==> src/rtl/alu_arbiter.sv <==
// Two-requester round-robin front end for one shared combinational ALU.
// Each requester has a one-entry result register that holds its last result until it is consumed.
module alu_arbiter #(
    parameter int unsigned PRIORITY_INIT = 0
) (
    input  logic        clk,
    input  logic        rst_n,
    input  logic [1:0]  req_valid,
    output logic [1:0]  req_ready,
    input  logic [63:0] req_x,
    input  logic [63:0] req_y,
    input  logic [5:0]  req_op,
    input  logic [11:0] req_shamt,
    output logic [1:0]  rsp_valid,
    input  logic [1:0]  rsp_ready,
    output logic [63:0] rsp_out,
    output logic [3:0]  rsp_flag,
    output logic [31:0] alu_x,
    output logic [31:0] alu_y,
    output logic [2:0]  alu_op,
    output logic [5:0]  alu_shamt,
    output logic [31:0] alu_flag,
    input  logic [31:0] alu_out,
    input  logic [31:0] alu_nflag
);

    logic       prio;
    logic [1:0] eligible;
    logic [1:0] grant;
    logic       unused_nflag_hi;

    assign unused_nflag_hi = ^alu_nflag[31:2];

    // A requester may issue when its result slot is empty or being drained this cycle.
    assign eligible = req_valid & (~rsp_valid | rsp_ready);

    always_comb begin
        grant = '0;
        if (rst_n) begin
            unique case (eligible)
                2'b01:   grant = 2'b01;
                2'b10:   grant = 2'b10;
                2'b11:   grant = prio ? 2'b10 : 2'b01;
                default: grant = '0;
            endcase
        end
    end

    assign req_ready = grant;
    assign alu_flag  = '0;

    always_comb begin
        alu_x     = '0;
        alu_y     = '0;
        alu_op    = '0;
        alu_shamt = '0;
        if (grant[0]) begin
            alu_x     = req_x[31:0];
            alu_y     = req_y[31:0];
            alu_op    = req_op[2:0];
            alu_shamt = req_shamt[5:0];
        end else if (grant[1]) begin
            alu_x     = req_x[63:32];
            alu_y     = req_y[63:32];
            alu_op    = req_op[5:3];
            alu_shamt = req_shamt[11:6];
        end
    end

    always_ff @(posedge clk) begin
        if (!rst_n) begin
            rsp_valid <= '0;
            rsp_out   <= '0;
            rsp_flag  <= '0;
            prio      <= (PRIORITY_INIT != 0);
        end else begin
            // A grant wins over a consume so a slot can turn over one result per cycle.
            for (int unsigned i = 0; i < 2; i++) begin
                if (grant[i]) begin
                    rsp_valid[i]        <= 1'b1;
                    rsp_out[32*i +: 32] <= alu_out;
                    rsp_flag[2*i +: 2]  <= alu_nflag[1:0];
                end else if (rsp_ready[i]) begin
                    rsp_valid[i] <= 1'b0;
                end
            end
            if (|grant) begin
                prio <= grant[0];
            end
        end
    end

endmodule

==> config.mk <==
export PLATFORM = sky130hd
export DESIGN_NAME = alu_arbiter
export DESIGN_NICKNAME = d
export VERILOG_FILES = /design/src/rtl/alu_arbiter.sv
export SDC_FILE = /design/constraint.sdc
export NUM_CORES = 1
export LEC_CHECK = 0
export CORE_AREA = 2 2 152 154
export CTS_BUF_LIST = sky130_fd_sc_hd__clkbuf_4 sky130_fd_sc_hd__clkbuf_8
export CTS_CLUSTER_DIAMETER = 40
export DETAILED_ROUTE_END_ITERATION = 8
export DIE_AREA = 0 0 154 156
export PLACE_DENSITY = 0.54
export SLEW_MARGIN = 40
export SYNTH_ARGS = -nofsm -noshare
export SYNTH_HDL_FRONTEND = slang
export SYNTH_SLANG_ARGS = --single-unit
==> constraint.sdc <==
create_clock -name clk -period 4.6 [get_ports clk]
set_input_delay 0.69 -clock clk [delete_from_list [all_inputs] [get_ports clk]]
set_output_delay 0.69 -clock clk [all_outputs]
set_load 0.01 [all_outputs]
==> impl.org <==
** GRT
- Entering global routing, the biggest net connects 90 pins.
- The number of global-route vias before repair was 4526.
- GRT Util Overall :: 13.3%
- In the global route stage, met3 resource usage came out at 4.89%.
- For this run, global-route usage on met1 was measured as 15.1%.
- The first global-routing pass estimated 25.6 mm of wire.
- Global routing finished with a remaining overflow of 0.
- The number of antenna violations at the first check in global routing is 1.
- In this run the most used layer during global routing was met2.
- Met2 track demand over resource :: 23.6%

** STA
- Final hold violations :: 0
- Highest attainable clock frequency :: 268 MHz
- Of the available clock period, the critical path in the final layout requires 81.2%.
- Final min period :: 3.74 ns
- Unrepaired setup endpoints after global routing :: no
- Max Slew Vio Count :: 0
- Setup violations remaining at the end of the flow were counted as 0.
- Worst hold slack :: 0.461 ns
- Summed over all failing endpoints, the final setup total negative slack is 0 ns.
- In this run the tightest slew margin relative to its limit is 56.0%.
- At the pin with the least slew margin, the transition time is 0.660 ns.
- Worst-case clock skew :: 0.00889 ns

** Synth
- Synthesis instantiated 23 different standard cells from the library.
- Warnings from Yosys :: 0
- Synth Area in Compound Gates :: 13.4%
- After Yosys synthesis, and, or, nand and nor cells account for 23.4% of the synthesized area.
- In the synthesized netlist the dominant register cell turns out to be sky130_fd_sc_hd__dfxtp_1.
- In this run, synthesis inferred 0 flip-flops with an integrated enable.
- In this run the mean area of a mapped cell was 7.45 sq um.
- After Yosys synthesis, full adders, half adders and majority gates account for 0% of the synthesized area.
- Gate count after technology mapping :: 561
- The synthesized design devotes to its leading area cell type 34.0% of total area.
- Measured against the total synthesized area, the mux share comes to 16.3%.
- Of the total synthesized cell area, the portion taken by XOR and XNOR cells is 0%.
- Sequential-to-total area share from yosys stat :: 34.0%
- Largest family of logic cells by synthesized area :: simple AND/OR/NAND/NOR gates
- By count the netlist is led by sky130_fd_sc_hd__nand2_1 (248), sky130_fd_sc_hd__dfxtp_1 (71), sky130_fd_sc_hd__mux2i_1 (68).
- Most area-consuming cells after synthesis :: sky130_fd_sc_hd__dfxtp_1 (34%), sky130_fd_sc_hd__nand2_1 (22%), sky130_fd_sc_hd__mux2i_1 (16%)
- The mapped netlist covers 0.00418 sq mm.
- Most instantiated library cell after synthesis :: sky130_fd_sc_hd__nand2_1
- The biggest area contributor in the post-synthesis netlist is sky130_fd_sc_hd__dfxtp_1.
- Post-synthesis async set-or-reset flop share :: 0%
- After synthesis the netlist holds a flip-flop and latch count of 71.

** Critical path
- Worst-case register-to-register setup slack :: 2.59 ns
- Biggest fanout along the worst timing path :: 52
- CP arrival :: 3.05 ns
- By startpoint and endpoint, the worst setup path is classified as in2out.
- The cell family contributing the most delay on the critical path is buffers and inverters.
- Critical path cell sequence :: clkdlybuf4s50_1 -> nand2b_4 -> a311o_2 -> buf_12 -> buf_4 -> o22ai_1 -> clkdlybuf4s50_1
- At the worst endpoint, the required time is 3.91 ns.
- The worst setup path is launched from a primary input.
- Critical path's slowest cell :: sky130_fd_sc_hd__a311o_2
- Critical Path End Type :: output port
- Among the stages of the critical path, the cell type that occurs most often is sky130_fd_sc_hd__clkdlybuf4s50_1.
- The critical path contains buffers and inverters numbering 4 combined.
- For this run, the slowest stage of the critical path takes 0.62 ns.

** Floorplan
- I/O Pins :: 393
- Die outline width :: 154 um
- The die is 156 um tall.
- The die covers 0.0240 sq mm.
- The floorplan has 55 rows.
- Once the floorplan was initialized, standard cells occupied 18.7% of the core.
- After floorplanning, the core was sized to cover 0.0224 sq mm.

** Power and ir drop
- The worst-case IR drop observed on VDD is 154 uV.
- PD cells :: 239 mW/mm^2
- Static power due to leakage :: 3.20 nW

** CTS
- The clock reaches the later pin of the worst-skew pair after 0.35 ns.
- The clock passes through at most 2 buffers.
- In this run, CTS created clock tree buffers numbering 9.
- CTS Root Buffer Type :: sky130_fd_sc_hd__clkbuf_8
- In this run, post-CTS repair resized a total of 0 instances.
- Number of sinks on the clock net :: 71
- The H-tree was split into 3 levels.
- TritonCTS built the clock tree.
- Buffer count from post-CTS setup fixing :: 0
- Clock input transition at the sequential cells of the worst setup and hold paths :: 0.08 ns
- After clock tree synthesis, the flow added hold-fix buffers numbering 0.

** Layout
- Counting the fill cells in the layout gives 2345.
- Relative to the synthesized area, the layout overhead comes to 86.3%.
- In the final layout, the share of cells above drive strength 1 is 4.96%.
- Registers take 0.00142 sq mm.
- Combined area of the multi-input logic cells :: 0.00234 sq mm
- Final net count :: 1078

** Hold path
- The min-delay analysis places its worst path in the category reg2reg.

** Route
- DRT iter0 DRCs :: 320
- Drt wl/cell :: 14.8 um
- First-pass iteration count of the detailed router :: 4
- After detailed routing, the number of remaining DRC violations is 0.
- Count of antenna-violating nets left after detailed routing :: 0
- Drt via density :: 4.13
- The final layout contains routed wiring with a total length of 17.1 mm.
- The final route contains 4759 vias.

** Status
- Run status :: finished clean

** Placed design
- The congestion estimate from routability-driven global placement came to 0.749.
- Dpl hpwl :: 12.8 mm
- Count of input and output buffers :: 330

** Job
- Max Cap Violations :: 0
flip-flops by register name, summed over array words and instances (netlist names):
name / count
rsp_out: 64
rsp_flag: 4
rsp_valid: 2
prio: 1
layout by cell type, fill, tap and decap left out, types with 2 or more instances in the layout:
cell / count
sky130_fd_sc_hd__nand2_1: 248
sky130_fd_sc_hd__conb_1: 32
sky130_fd_sc_hd__inv_1: 2
sky130_fd_sc_hd__dfxtp_1: 71
sky130_fd_sc_hd__buf_12: 4
sky130_fd_sc_hd__clkbuf_8: 10
sky130_fd_sc_hd__buf_4: 9
sky130_fd_sc_hd__o22ai_2: 9
sky130_fd_sc_hd__clkinv_2: 2
sky130_fd_sc_hd__mux2i_1: 68
sky130_fd_sc_hd__o22ai_1: 64
sky130_fd_sc_hd__clkdlybuf4s50_1: 329
sky130_fd_sc_hd__nor2_1: 2
sky130_fd_sc_hd__nand2b_1: 2
sky130_fd_sc_hd__a21oi_1: 2
worst reg2reg max path, stage by stage, from the launching register on:
cell and delay, ns:
sky130_fd_sc_hd__dfxtp_1 0.34, sky130_fd_sc_hd__nor2b_2 0.20, sky130_fd_sc_hd__a311o_2 0.52, sky130_fd_sc_hd__buf_4 0.32, sky130_fd_sc_hd__buf_4 0.32, sky130_fd_sc_hd__mux2i_1 0.23
logic make-up (layout without fill, tap and decap cells):
| family | count (synthesis) | in the layout |
|---|---|---|
| muxes | 68 | 68 |
| DFF | 71 | 71 |
| buffers and inverters | 86 | 361 |
| and+or+nand+nor | 255 | 255 |
| AOI/OAI and AO/OA | 80 | 80 |
| other | 1 | 33 |
through the flow:
stage                     setup slack (ns)  cell area [sq um]  util [%]  instances  power (mW)
after global routing                 0.791               7780      34.8       1153        1.96
after CTS                            0.860               7780      34.8       1152        1.89
final                                0.863               7780      34.8       1153        1.86
after floorplan                       2.18               4300         -        592       0.995
after global placement               0.875               7580      33.9       1136        1.36
after detailed placement             0.856               7580      33.9       1136        1.36
metal layers:
layer / share of wire (%) / vias up
met5: 0 / -
met4: 1.2 / 0
met3: 9.2 / 15
met2: 49 / 204
met1: 41 / 2140
li1: - / 2400
final cells by class:
| type | count | share of cell area, % |
|---|---|---|
| timing repair buffer | 343 | 44.3 |
| inverter | 2 | 0.0964 |
| clock buffer | 11 | 1.86 |
| tap | 285 | 4.58 |
| multi-input combinational | 435 | 30.1 |
| clock inverter | 5 | 0.723 |
| sequential | 71 | 18.3 |
| antenna | 1 | 0.0321 |
where the power goes:
part / switching (mW) / internal [mW]
logic: 0.283 / 0.381
clock network: 0.246 / 0.272
registers: 0.0226 / 0.659
total: 0.551 / 1.31
path summary, 6_finish.rpt:
kind,cells past startpoint,endpoint,startpoint
hold / removal,2,rsp_out[25],rsp_out[25]
hold reg to reg,2,rsp_out[25],rsp_out[25]
setup / recovery,7,alu_x[4],rsp_ready[1]
setup reg to reg,5,rsp_out[24],rsp_valid[0]
(Power assumes the default switching activity.)
==> edit (config.mk and constraints unchanged) <==
Make the reset (`rst_n`) asynchronous in one clocked block.
--- a/src/rtl/alu_arbiter.sv
+++ b/src/rtl/alu_arbiter.sv
@@ -67,7 +67,7 @@
         end
     end
 
-    always_ff @(posedge clk) begin
+    always_ff @(posedge clk or negedge rst_n) begin
         if (!rst_n) begin
             rsp_valid <= '0;
             rsp_out   <= '0;
Behaviour: differs if rst_n is asserted again (counterexample within 4 cycles, from zero or initial values and one cycle with rst_n low); with rst_n held inactive, the same outputs for 10 cycles.
==> edit against the original RTL <==
- synthesized cell count down 20%
- final area down 0.68%
- routed wire length shrank 4.4%
- count of clock-buffer cells in the layout fell by 1
- synthesized area fell by 1.8%
- total power increased by 35%
- sequential cell count unchanged
- worst setup slack got worse by 0.19 ns
- largest power group is now combinational logic
==> edit: results <==
setup_path:
  r2r_cells: 5
  path_max_fanout: 39
  r2r_setup_slack_ns: 2.68
  r2r-start: "rsp_valid[1]$_DFFE_PN0P_"
  rr_endpoint: "rsp_out[56]$_DFFE_PN0P_"
pwr:
  pg_comb_w: 0.00116
  p_seq_w: 0.000886
  ir_drop_v: 0.0002324
  switchingPower_w: 0.0007982
  fin_total_pwr_w: 0.002508
  leakage_nw: 3.074
logic_synthesis:
  yosys-top-cells-count: "nand2_1, o22ai_1, dfrtp_1, mux2_2, buf_4"
  synthTopCellsByArea: "dfrtp_1, nand2_1, mux2_2"
  synthArstFlopShare_pct: 100.0
  yosysSeqAreaShare_pct: 43.28
  synthFlopType: "dfrtp_1"
  synth_cell_type_count: 20
  synth_compound_area_share_pct: 12.77
grt:
  grt_max_degree: 74
  grt_use_total_pct: 12.90
  grt_pass1_wl_mm: 24.70
route:
  dr_total_vias: 4317
  dr.pass1.iters: 5
  wl_per_cell_microns: 15.59
  first_iter_violations: 287
placed_design:
  pre_cts_ws_ns: 0.6512
  gp_congestion: 0.6758
  dpl-instance-area_sq_um: 7546
  hpwlAfterDp_mm: 12.28
final_layout:
  num_antenna_cells: 0
  nFillCells: 2313
  drive_gt1_share_pct: 10.47
  final_nets: 975
outcome:
  status: "finished, final reports clean"
sta:
  fin_crit_sh_pct: 85.36
  tightest_slew_ns: 0.7473
  finalClockSkew_ns: 0.01121
  setup_violations: 0
clock_tree:
  post_cts_buffers: 0
min_path:
  holdCritPathClass: "in -> async"
==> edit: worst max path at each step <==
stage | from | end | cells past startpoint
after floorplan | rsp_ready[0] | alu_op[0] | 6
final | rsp_ready[0] | alu_x[11] | 6
after global routing | req_valid[0] | alu_x[18] | 6
after global placement | rsp_ready[0] | alu_x[18] | 6
after detailed placement | rsp_ready[0] | alu_x[18] | 6
after CTS | rsp_ready[0] | alu_x[18] | 6
==> edit: stage by stage <==
| stage | util (%) | hold WS (ns) | instances |
|---|---|---|---|
| after floorplan | - | 0.3944 | 478 |
| after global placement | 33.74 | 0.4687 | 1033 |
| after detailed placement | 33.74 | 0.4737 | 1033 |
| after CTS | 34.55 | 0.3222 | 1049 |
| after global routing | 34.57 | 0.3483 | 1049 |
| final | 34.57 | 0.3155 | 1049 |
==> edit: layer usage <==
metal / up-vias / share of wire [%] / GRT usage, %
li1: 2102 / - / -
met1: 1996 / 40 / 15.73
met2: 204 / 48 / 21.03
met3: 13 / 11 / 5.917
met4: 2 / 1.1 / 2.537
met5: - / 0.061 / 0
==> edit: area by class of cell <==
| type | count | area (sq um) | share of cell area, % |
|---|---|---|---|
| clock buffers | 10 | 137.6 | 1.780 |
| clock inverters | 6 | 43.79 | 0.5664 |
| inverters | 2 | 7.507 | 0.09710 |
| multi-input cells | 334 | 2006 | 25.94 |
| flip-flops and latches | 71 | 1777 | 22.98 |
| well taps | 285 | 356.6 | 4.612 |
| repair buffers | 341 | 3403 | 44.02 |
==> edit: critical path, stage by stage <==
cell and delay, ns:
clkdlybuf4s50_1 0.45, nand2b_1 0.31, a211o_2 0.68, buf_4 0.38, o22ai_1 0.13, clkdlybuf4s50_1 0.55
